### config.mk
export PLATFORM = sky130hd
export DESIGN_NAME = vram_fetch_sequencer
export DESIGN_NICKNAME = d
export VERILOG_FILES = /design/src/rtl/vram_fetch_sequencer.sv
export SDC_FILE = /design/constraint.sdc
export NUM_CORES = 1
export LEC_CHECK = 0
export ABC_AREA = 1
export BUFFER_PORTS_ARGS = -buffer_cell sky130_fd_sc_hd__buf_2
export CAP_MARGIN = 30
export CORE_MARGIN = 2
export CORE_UTILIZATION = 53
export CTS_BUF_LIST = sky130_fd_sc_hd__clkbuf_16
export CTS_CLUSTER_DIAMETER = 40
export DETAILED_ROUTE_END_ITERATION = 6
export GPL_ROUTABILITY_DRIVEN = 1
export PLACE_DENSITY = 0.83
export SYNTH_ARGS = -nofsm -noshare
export SYNTH_HDL_FRONTEND = slang
export SYNTH_SLANG_ARGS = --single-unit
### constraint.sdc
create_clock -name clk -period 2.9 [get_ports clk]
set_clock_uncertainty 0.2 [all_clocks]
set_input_delay 0.145 -clock clk [delete_from_list [all_inputs] [get_ports clk]]
set_output_delay 0.145 -clock clk [all_outputs]
set_load 0.005 [all_outputs]
### src/rtl/vram_fetch_sequencer.sv
// Video-fetch byte sequencer: picks one byte of a BYTES-wide VRAM word per CAS slot
// and presents it to the gate array, optionally through a blanking delay line.
module vram_fetch_sequencer #(
    parameter int BYTES = 2,
    parameter int DELAY = 1
) (
    input  logic               clk,
    input  logic               reset_n,
    input  logic               cpu_n,
    input  logic               ras_n,
    input  logic               cas_n,
    input  logic               shift_en,
    input  logic               de,
    input  logic [8*BYTES-1:0] vram_din,
    output logic [7:0]         vram_d,
    output logic               fetch_strobe,
    output logic [1:0]         byte_idx
);

    localparam int         DEPTH    = (DELAY > 0) ? DELAY : 1;
    localparam logic [1:0] LAST_IDX = 2'(BYTES - 1);

    logic       cas_n_q;
    logic [1:0] byte_idx_q, byte_idx_d;
    logic [7:0] vram_d_q, vram_d_d;
    logic       fetch_strobe_q;
    logic [7:0] line_q [DEPTH];

    logic       slot;
    logic       advance;
    logic [7:0] cur_byte;
    logic [7:0] push_byte;
    logic [7:0] delayed_byte;

    // Slot = first clk of CAS low in the video phase; advance = CAS rising edge.
    assign slot    = cpu_n & ~ras_n & ~cas_n &  cas_n_q;
    assign advance = cpu_n & ~ras_n &  cas_n & ~cas_n_q;

    always_comb begin
        cur_byte = 8'h00;
        for (int i = 0; i < BYTES; i++) begin
            if (byte_idx_q == 2'(i)) begin
                cur_byte = vram_din[8*i +: 8];
            end
        end
    end

    assign push_byte = (shift_en & ~de) ? 8'h00 : cur_byte;

    generate
        if (DELAY == 0) begin : g_no_delay
            assign delayed_byte = push_byte;
        end else begin : g_delay
            assign delayed_byte = line_q[DELAY-1];
        end
    endgenerate

    always_comb begin
        byte_idx_d = byte_idx_q;
        if (!cpu_n) begin
            byte_idx_d = 2'd0;
        end else if (advance && (byte_idx_q != LAST_IDX)) begin
            byte_idx_d = byte_idx_q + 2'd1;
        end
    end

    always_comb begin
        vram_d_d = vram_d_q;
        if (slot) begin
            vram_d_d = shift_en ? delayed_byte : cur_byte;
        end
    end

    always_ff @(posedge clk or negedge reset_n) begin
        if (!reset_n) begin
            cas_n_q        <= 1'b1;
            byte_idx_q     <= 2'd0;
            vram_d_q       <= 8'h00;
            fetch_strobe_q <= 1'b0;
        end else begin
            cas_n_q        <= cas_n;
            byte_idx_q     <= byte_idx_d;
            vram_d_q       <= vram_d_d;
            fetch_strobe_q <= slot;
        end
    end

    // The line shifts on every slot in both modes so switching modes sees real history.
    always_ff @(posedge clk or negedge reset_n) begin
        if (!reset_n) begin
            for (int i = 0; i < DEPTH; i++) begin
                line_q[i] <= 8'h00;
            end
        end else if (slot) begin
            line_q[0] <= push_byte;
            for (int i = 1; i < DEPTH; i++) begin
                line_q[i] <= line_q[i-1];
            end
        end
    end

    assign vram_d       = vram_d_q;
    assign fetch_strobe = fetch_strobe_q;
    assign byte_idx     = byte_idx_q;

endmodule

==> summary.txt, run 1 <==
Run status
  • Outcome: finished clean

Clock network
  • Worst skew pair latency: 0.25 ns
  • TritonCTS Sinks: 20
  • H-tree lvl count: 1
  • Setup Fix Bufs, Post-CTS: 0
  • Max clock buf depth: 2
  • CTS tree: yes
  • Cts bufs inserted: 3
  • Clock-pin transition on the worst setup and hold timing paths: roughly 0.060 ns
  • CTS root buffer: clkbuf_16

GRT
  • Grt total ovfl: 0
  • Antenna violations before repair: 0
  • Vias in the first global route: between 900 and 1000
  • Largest net degree at the start of global routing: 27
  • Total GRT Usage: 0.208
  • First-pass GRT wire length: ~3.9 mm

Layout
  • # diodes: 0
  • Share of cells above drive strength 1: 0.264
  • Final Non-Filler Cells: ~210
  • Final nets: between 200 and 250
  • Commonest non-fill, non-tap cell in the layout: nand2_1
  • Commonest non-fill, non-tap cells in the layout: 69 x nand2_1, 33 x buf_2, 19 x nor2_1, 19 x dfrtp_1, 17 x nand3_1
  • Layout area overhead: 26.3%
  • FILL cells: ~170

Drt
  • Initial DRC count: 32
  • WL final: ~2.3 mm
  • Via Count: between 1000 and 1500
  • Vias per Instance: slightly below 5
  • Drt pass-1 iters: 5
  • DR WL/cell: 11.1 um
  • DRT antenna net count: 0
  • Drt drc: 0

Timing
  • Final worst-path cycle share: 0.562
  • TNS Setup: 0 ns
  • Final min period: 1.63 ns
  • # setup viols final: 0
  • Final Max Tran Viols: 0
  • PnR worst setup slack: around 1.3 ns
  • Slew Limit Headroom: 0.703
  • Final hold violation count: 0
  • Achievable Freq: 0.614 GHz
  • Least-Margin Pin Slew: ~0.45 ns
  • RSZ-0062 raised after global routing: no

Min path
  • Hold WC Path Type: in2reg
  • Worst Hold Depth: 5

Power
  • Switch share: 0.265
  • Logic gate share of total power: 0.195
  • Total Power: slightly below 800 uW
  • P_int: 579 uW
  • Clock power frac: 0.358
  • Sequential share of power: 0.447
  • Max VDD drop: 0.380 mV
  • P_leak: approximately 0.80 nW
  • Sw Pwr: 209 uW
  • Power density cells: 591 nW/um^2

Setup path
  • CP Launch Type: register
  • Crit Path Category: reg2reg
  • R2R cell count: 7
  • Crit path required time: 2.85 ns
  • Crit path capture type: register
  • Arr. time, crit path: 1.58 ns
  • CP Max Fanout: 10

Placed design
  • Place WS: 1.29 ns
  • Post-placement cell count: 202
  • DP Wirelength: between 1.5 and 2 mm
  • PortBufs: 33
  • RePlAce Congestion: 0.807

Synth
  • Mapped Area: approximately 1100 sq um
  • Sequential-to-total area share from yosys stat: 0.475
  • Yosys cell types: 14
  • Yosys warns: 0
  • Syn nets: 172
  • Cells after Synth: 147
  • Synth Register Bits: 20
  • Syn avg cell area: about 7.2 sq um

Floorplan
  • Die Wd: between 40 and 50 um
  • Die Span Y: 48.6 um
  • Row count: 16
  • Initial core utilization: 0.549
  • Core ar.: between 1500 and 2000 sq um
  • # IOs: 34
  • Die area: roughly 2400 sq um

Run
  • Max Cap Violations: 0
Yosys cell counts:
cell,count,area [sq um]
buf_2,3,15.0
nand2_1,69,259
inv_1,4,15.0
clkbuf_1,1,3.75
dfrtp_1,19,475
nor2_4,1,11.3
dfstp_2,1,26.3
nand3_1,17,85.1
inv_2,4,15.0
nor2_1,19,71.3
nor2_2,5,31.3
ha_1,2,25.0
nand2_4,1,11.3
buf_6,1,11.3
kinds of logic (layout without fill, tap and decap cells):
family,count (synthesis),count (layout),synth area share
fa+ha+maj,2,2,0.0237
flops,20,20,0.475
buf+inv,13,48,0.0569
simple gates,112,112,0.444
power by group through the flow:
| stage | logic (mW) | clock network, mW | registers, mW |
|---|---|---|---|
| global route | 0.176 | 0.300 | 0.358 |
| CTS | 0.156 | 0.283 | 0.352 |
| floorplan | 0.0870 | 0 | 0.356 |
| finish | 0.154 | 0.282 | 0.352 |
| global placement | 0.146 | 0 | 0.354 |
| detailed placement | 0.151 | 0 | 0.357 |
layer usage:
layer / up-vias / track usage / share of wire
li1: 520 / - / -
met2: 37 / 0.356 / 0.48
met4: 0 / 0.0714 / 0.016
met5: - / 0 / 0
met1: 464 / 0.263 / 0.45
met3: 5 / 0.0401 / 0.056
flip-flops by register name (all words and copies together) (netlist names):
register,count
fetch_strobe,1
vram_d,8
cas_n_q,1
byte_idx,2
delayed_byte,8
worst max-delay path, stage by stage, from the launching register on:
cell	delay (ns)
dfrtp_1	0.37
inv_1	0.10
ha_1	0.37
inv_2	0.14
nand3_1	0.12
nand3_1	0.09
nand2_1	0.08
nand2_1	0.05
area by class of cell:
type	instances	area, sq um	share of cell area
Clock inverter	1	3.75	0.00281
Timing Repair Buffer	36	195	0.146
Tap cell	27	33.8	0.0253
Sequential cell	20	502	0.376
Multi-Input combinational cell	114	494	0.371
Clock buffer	3	75.1	0.0563
Inverter	8	30.0	0.0225
worst paths after layout:
path / startpoint / endpoint / slack [ns]
min in group asynchronous: reset_n / fetch_strobe$_DFF_PN0_ / 0.19
worst max register to register: byte_idx[1]$_DFFE_PN0P_ / vram_d[2]$_DFFE_PN0P_ / 1.27
worst min register to register: vram_d[0]$_DFFE_PN0P_ / vram_d[0]$_DFFE_PN0P_ / 0.27
max in group asynchronous: reset_n / cas_n_q$_DFF_PN1_ / 1.96
worst min-delay path: vram_din[8] / delayed_byte[0]$_DFFE_PN0P_ / 0.02
worst max-delay path: byte_idx[1]$_DFFE_PN0P_ / vram_d[2]$_DFFE_PN0P_ / 1.27
through the flow:
step | cell area, sq um | util | hold slack [ns]
after floorplan | 1060 | - | -0.351
after global placement | 1220 | 0.637 | -0.0867
after detailed placement | 1220 | 0.637 | -0.0814
after CTS | 1330 | 0.694 | 0.0121
after global routing | 1330 | 0.694 | 0.0316
final | 1330 | 0.694 | 0.0182
timing repair:
item | 4_1_cts | 5_1_grt
hold buffers | 3 | 0
setup endpoints to repair | 0 | 0
endpoints found under the hold margin | 23 | 0
gates resized for setup | 0 | 0
Power figures use the tool's default switching activity.
==> inputs of run 2 (changes only) <==
--- a/config.mk
+++ b/config.mk
@@ -9,12 +9,12 @@
 export BUFFER_PORTS_ARGS = -buffer_cell sky130_fd_sc_hd__buf_2
 export CAP_MARGIN = 30
 export CORE_MARGIN = 2
-export CORE_UTILIZATION = 53
+export CORE_UTILIZATION = 44
 export CTS_BUF_LIST = sky130_fd_sc_hd__clkbuf_16
 export CTS_CLUSTER_DIAMETER = 40
 export DETAILED_ROUTE_END_ITERATION = 6
 export GPL_ROUTABILITY_DRIVEN = 1
-export PLACE_DENSITY = 0.83
+export PLACE_DENSITY = 0.73
 export SYNTH_ARGS = -nofsm -noshare
 export SYNTH_HDL_FRONTEND = slang
 export SYNTH_SLANG_ARGS = --single-unit
==> constraint.sdc (replaced) <==
create_clock -name clk -period 1.3 [get_ports clk]
set_clock_uncertainty 0.2 [all_clocks]
set_input_delay 0.065 -clock clk [delete_from_list [all_inputs] [get_ports clk]]
set_output_delay 0.065 -clock clk [all_outputs]
set_load 0.005 [all_outputs]
==> run 2 against run 1 <==
The run now ends with negative setup slack left. Worst hold slack better by 0.0045 ns. Die area rose by 19%. First-iteration DRC count down 19%. Clock power grew to 3.0 times the previous value. Routed wire length grew 33%. Cell count increased by 13%. Critical endpoint is now byte_idx[1]$_DFFE_PN0P_. Largest power group is now the clock network. Highest routed layer unchanged.
==> summary.txt, run 2 (same netlist as run 1, synthesis figures left out) <==
Setup path
  • CP max-delay cell: dfrtp_1
  • Reg2reg end: byte_idx[1]$_DFFE_PN0P_
  • Crit Path Category: reg2reg
  • Register-to-register setup slack: -0.13 ns
  • FF-to-FF Start: byte_idx[0]$_DFFE_PN0P_
  • Crit path capture type: register
  • Worst setup path start: byte_idx[0]$_DFFE_PN0P_
  • Worst Setup EP: byte_idx[1]$_DFFE_PN0P_
  • Arr. time, crit path: between 1 and 1.5 ns
  • Crit path required time: ~1.2 ns
  • CP Max Fanout: 5
  • R2R cell count: 6
  • CP Launch Type: register
  • Critical Path Max Stage Delay: 0.44 ns
  • Crit-path cells: ha_4, buf_12, nor2_4, nand2_2, nor2_1, nor2_2

Drt
  • DRT antenna net count: 0
  • Initial DRC count: 26
  • Via Count: approximately 1200
  • DR WL/cell: between 10 and 15 um
  • Vias per Instance: ~5
  • Drt drc: 0
  • Drt pass-1 iters: 4
  • WL final: between 3 and 4 mm

Floorplan
  • Initial core utilization: 0.473
  • Core ar.: approximately 2200 sq um
  • Die Wd: ~53 um
  • Die area: around 2800 sq um
  • # IOs: 34
  • Row count: 17
  • Die Span Y: between 50 and 60 um

Timing
  • Final min period: 1.43 ns
  • RSZ-0062 raised after global routing: yes
  • Final Max Tran Viols: 0
  • TNS Setup: -1.87 ns
  • Achievable Freq: between 0.6 and 0.7 GHz
  • Final hold violation count: 0
  • # setup viols final: 18
  • PnR worst setup slack: -0.131 ns
  • Hold WS: around 0.023 ns
  • Final worst-path cycle share: 1.10
  • Slew Limit Headroom: 0.706
  • Least-Margin Pin Slew: approximately 0.44 ns

Clock network
  • TritonCTS Sinks: 20
  • CTS root buffer: clkbuf_16
  • Clock-pin transition on the worst setup and hold timing paths: 0.06 ns
  • Worst skew pair latency: approximately 0.25 ns
  • Max clock buf depth: 2
  • H-tree lvl count: 1
  • CTS tree: yes
  • Cts bufs inserted: 3

Layout
  • Final nets: between 200 and 250
  • Commonest non-fill, non-tap cells in the layout: 66 x nand2_1, 33 x buf_2, 20 x dlygate4sd3_1
  • Commonest non-fill, non-tap cell in the layout: nand2_1
  • Share of cells above drive strength 1: 0.397
  • Layout area overhead: 68.8%
  • Final Core Density: 0.798
  • # diodes: 0
  • Fin area: approximately 1800 sq um

Placed design
  • Placed Area: 1370 sq um
  • RePlAce Congestion: roughly 0.80
  • PortBufs: 33
  • DP Wirelength: 1.84 mm

Power
  • P_leak: between 0.9 and 1 nW
  • Power density cells: between 1000 and 1500 nW/um^2
  • P_int: between 1.5 and 2 mW
  • Total Power: between 2 and 2.5 mW
  • Sequential share of power: 0.372
  • Max VDD drop: around 0.9 mV
  • Switch share: 0.258
  • Sw Pwr: ~550 uW
  • Clock power frac: 0.401
  • Logic gate share of total power: 0.227

GRT
  • Vias in the first global route: 1104
  • Most Crowded Layer GR: met2
  • Largest net degree at the start of global routing: 21
  • M3 GR Usage: 0.0169
  • Routing usage on met2: 0.423
  • Total GRT Usage: 0.234
  • Met1 Track Usage GR: 0.293
  • Grt total ovfl: 0
  • Antenna violations before repair: 0
  • First-pass GRT wire length: 4.79 mm

Run status
  • Failing checks: negative setup slack
  • Outcome: finished, violations left

Run
  • Max Cap Violations: 0

Min path
  • Hold WC Path Type: in2reg
  • Worst Hold Depth: 6
==> run 2: cell types whose count changed in the layout (fill, tap and decap cells not counted), sizes merged <==
cell         before  now
inv               9    8
bufinv            0    1
dlygate4sd3       3   20
buf              33   43
==> run 2: worst max-delay path, delay by kind of cell, from the launching register on <==
family	cells	cell delay, ns
flip-flops	1	0.44
buffers and inverters	1	0.13
adder cells (fa/ha/maj)	1	0.22
AND/OR/NAND/NOR	4	0.34
==> run 2: power by group through the flow <==
stage / Sequential [mW] / Combinational, mW / Clock (mW)
after floorplan: 0.796 / 0.225 / 0
final: 0.791 / 0.483 / 0.853
after detailed placement: 0.794 / 0.388 / 0
after CTS: 0.788 / 0.455 / 0.855
after global placement: 0.792 / 0.378 / 0
after global routing: 0.801 / 0.544 / 0.876
==> run 2: per-stage QoR <==
step                      worst slack (ns)  cells
after floorplan                    -0.0334    147
after global placement             -0.0707    209
after detailed placement            -0.109    209
after CTS                           -0.118    237
after global routing                -0.215    237
final                               -0.131    237
==> run 2: what timing repair did <==
action                                  4_1_cts  5_1_grt
pin swaps                                     7        4
gates resized for setup                       8       10
hold endpoints to repair                     39        0
cloned                                        0        0
setup buffers                                 4        0
endpoints found under the setup margin       18       18
hold buffers                                 20        0
==> run 2: area by class of cell <==
cell class | count | area (sq um)
multi-input cells | 114 | 632
flip-flops and latches | 20 | 502
repair buffers | 63 | 477
fillers | 143 | 450
clock buffers | 3 | 75.1
well taps | 28 | 35.0
inverters | 8 | 32.5
clock inverters | 1 | 30.0
==> run 2: how the worst min path moves through the flow <==
stage                                        to  startpoint
floorplan               byte_idx[0]$_DFFE_PN0P_     reset_n
global placement    delayed_byte[1]$_DFFE_PN0P_     reset_n
detailed placement        vram_d[1]$_DFFE_PN0P_     reset_n
CTS                     byte_idx[0]$_DFFE_PN0P_       ras_n
global route            byte_idx[0]$_DFFE_PN0P_       ras_n
finish                  byte_idx[0]$_DFFE_PN0P_       ras_n
==> run 2: routing by layer <==
metal | wire length [um] | up-vias
li1 | - | 577
met1 | 1310 | 556
met2 | 1580 | 49
met3 | 164 | 4
met4 | 34 | 0
met5 | 0 | -
==> inputs of run 3 (changes only) <==
--- a/config.mk
+++ b/config.mk
@@ -8,6 +8,7 @@
 export ABC_AREA = 1
 export BUFFER_PORTS_ARGS = -buffer_cell sky130_fd_sc_hd__buf_2
 export CAP_MARGIN = 30
+export CORE_ASPECT_RATIO = 0.8
 export CORE_MARGIN = 2
 export CORE_UTILIZATION = 44
 export CTS_BUF_LIST = sky130_fd_sc_hd__clkbuf_16
==> run 3 against run 2 <==
Die area about the same. Utilization up 0.17 points. Via count down 0.76%. Critical path type unchanged. Setup slack worse by 0.0069 ns. Clock-buffer cell count unchanged. The flow finishes with violations (design-rule violations, negative setup slack). Sequential share of layout area up 0.18 points. Global-route usage up 2.2 points. Non-clock buffer count unchanged. Fmax down 0.48%. Routed wire length up 12%. Sequential power about the same. Total power up 0.88%.
==> summary.txt, run 3 (same netlist as run 1, synthesis figures left out) <==
Run status
  • Outcome: finished, violations left
  • Failing checks: design-rule violations, negative setup slack

Drt
  • WL final: 3.47 mm
  • Vias per Instance: about 5
  • DRT antenna net count: 0
  • Initial DRC count: 84
  • Via Count: about 1200
  • Drt drc: 3
  • Drt pass-1 iters: 7
  • DR WL/cell: around 15 um

Power
  • P_leak: just under 1 nW
  • Logic gate share of total power: 0.229
  • Sequential share of power: 0.369
  • Switch share: 0.265
  • Clock power frac: 0.402
  • Max VDD drop: about 1.1 mV
  • P_int: about 1.6 mW
  • Sw Pwr: roughly 570 uW
  • Power density cells: 1210 nW/um^2

Floorplan
  • Core ar.: roughly 2200 sq um
  • # IOs: 34
  • Initial core utilization: 0.477
  • Row count: 15
  • Die area: between 2000 and 3000 sq um
  • Die Span Y: approximately 48 um
  • Die Wd: between 50 and 60 um

Placed design
  • DP Wirelength: approximately 1.9 mm
  • PortBufs: 33
  • Post-placement cell count: approximately 210
  • RePlAce Congestion: just over 0.8

GRT
  • Grt total ovfl: 0
  • Antenna violations before repair: 0
  • First-pass GRT wire length: between 5 and 6 mm
  • Vias in the first global route: between 1000 and 1500
  • Largest net degree at the start of global routing: 21
  • Total GRT Usage: 0.256

Timing
  • # setup viols final: 18
  • Least-Margin Pin Slew: 0.464 ns
  • TNS Setup: -1.84 ns
  • RSZ-0062 raised after global routing: yes
  • Slew Limit Headroom: 0.691
  • Hold WS: ~0.014 ns
  • Final worst-path cycle share: 1.11
  • PnR worst setup slack: -0.138 ns
  • Final min period: ~1.4 ns
  • Achievable Freq: ~0.7 GHz
  • Final Max Tran Viols: 0
  • Final hold violation count: 0

Clock network
  • Clock-pin transition on the worst setup and hold timing paths: about 0.06 ns
  • Max clock buf depth: 2
  • Worst skew pair latency: 0.26 ns
  • CTS tree: yes
  • H-tree lvl count: 1
  • TritonCTS Sinks: 20
  • CTS root buffer: clkbuf_16
  • Cts bufs inserted: 3

Layout
  • Layout area overhead: 67.8%
  • Share of cells above drive strength 1: 0.402
  • Final nets: 235
  • # diodes: 0
  • Final Non-Filler Cells: ~230
  • Commonest non-fill, non-tap cells in the layout: 61 x nand2_1, 32 x buf_2, 20 x dlygate4sd3_1
  • Area taken by multi-input logic gates: around 630 sq um
  • FILL cells: ~150
  • Commonest non-fill, non-tap cell in the layout: nand2_1
  • Sequential cell area: around 500 sq um

Setup path
  • Crit Path Category: reg2reg
  • Reg2reg end: byte_idx[1]$_DFFE_PN0P_
  • R2R cell count: 6
  • Arr. time, crit path: between 1 and 1.5 ns
  • Register-to-register setup slack: -0.14 ns
  • CP Max Fanout: 4
  • FF-to-FF Start: byte_idx[0]$_DFFE_PN0P_
  • Worst setup path start: byte_idx[0]$_DFFE_PN0P_
  • Crit path required time: around 1.3 ns
  • CP Launch Type: register
  • Crit path capture type: register
  • Worst Setup EP: byte_idx[1]$_DFFE_PN0P_

Min path
  • Hold WC Path Type: in2reg

Run
  • Max Cap Violations: 0
## run 3: cell counts in the layout (fill, tap and decap cells not counted)
No cell type changed its count.
## run 3: stage by stage
stage / utilization / total power [mW] / area (sq um) / setup WS [ns]
finish: 0.800 / 2.15 / 1770 / -0.138
floorplan: - / 1.02 / 1150 / -0.0334
CTS: 0.772 / 2.11 / 1710 / -0.0948
global route: 0.800 / 2.24 / 1770 / -0.204
detailed placement: 0.621 / 1.19 / 1380 / -0.106
global placement: 0.621 / 1.17 / 1380 / -0.0640
## run 3: area by class of cell
class | count | share of cell area
multi-input combinational | 114 | 0.354
timing repair buffer | 63 | 0.268
clock buffer | 3 | 0.0424
inverter | 8 | 0.0184
sequential | 20 | 0.283
tap | 25 | 0.0177
clock inverter | 1 | 0.0169
## run 3: timing repair
| action | CTS | global route |
|---|---|---|
| hold buffers | 19 | 2 |
| setup buffers | 1 | 1 |
| setup endpoints to repair | 18 | 20 |
| gates resized for setup | 7 | 15 |
| endpoints found under the hold margin | 38 | 2 |
| pin swaps | 6 | 6 |
## run 3: worst min path at each step
stage / from / end / slack [ns] / cells after the start
2_1_floorplan: reset_n / byte_idx[0]$_DFFE_PN0P_ / -0.43 / 0
3_3_place_gp: reset_n / vram_d[1]$_DFFE_PN0P_ / -0.16 / 1
3_5_place_dp: reset_n / delayed_byte[1]$_DFFE_PN0P_ / -0.16 / 1
4_1_cts: ras_n / byte_idx[0]$_DFFE_PN0P_ / 0.02 / 5
5_1_grt: ras_n / byte_idx[0]$_DFFE_PN0P_ / 0.07 / 5
6_report: ras_n / byte_idx[0]$_DFFE_PN0P_ / 0.01 / 5
## run 3: critical path: stages, from the launching register on
cell,delay (ns)
dfrtp_1,0.42
ha_4,0.21
buf_12,0.13
nor2_4,0.08
nand2_2,0.09
nor2_1,0.13
nor2_1,0.07
## run 3: power by group through the flow
stage / sequential, mW / clock [mW] / combinational [mW]
6_report: 0.792 / 0.863 / 0.491
5_1_grt: 0.803 / 0.889 / 0.546
4_1_cts: 0.790 / 0.865 / 0.454
3_5_place_dp: 0.798 / 0 / 0.387
3_3_place_gp: 0.794 / 0 / 0.378
2_1_floorplan: 0.796 / 0 / 0.225
## run 3: metal layers
metal  GRT usage  part of all wire  wire, um
met5           0                 0         0
met4      0.0818             0.028        97
met3      0.0730             0.061       212
met2       0.467              0.50      1750
met1       0.298              0.41      1410
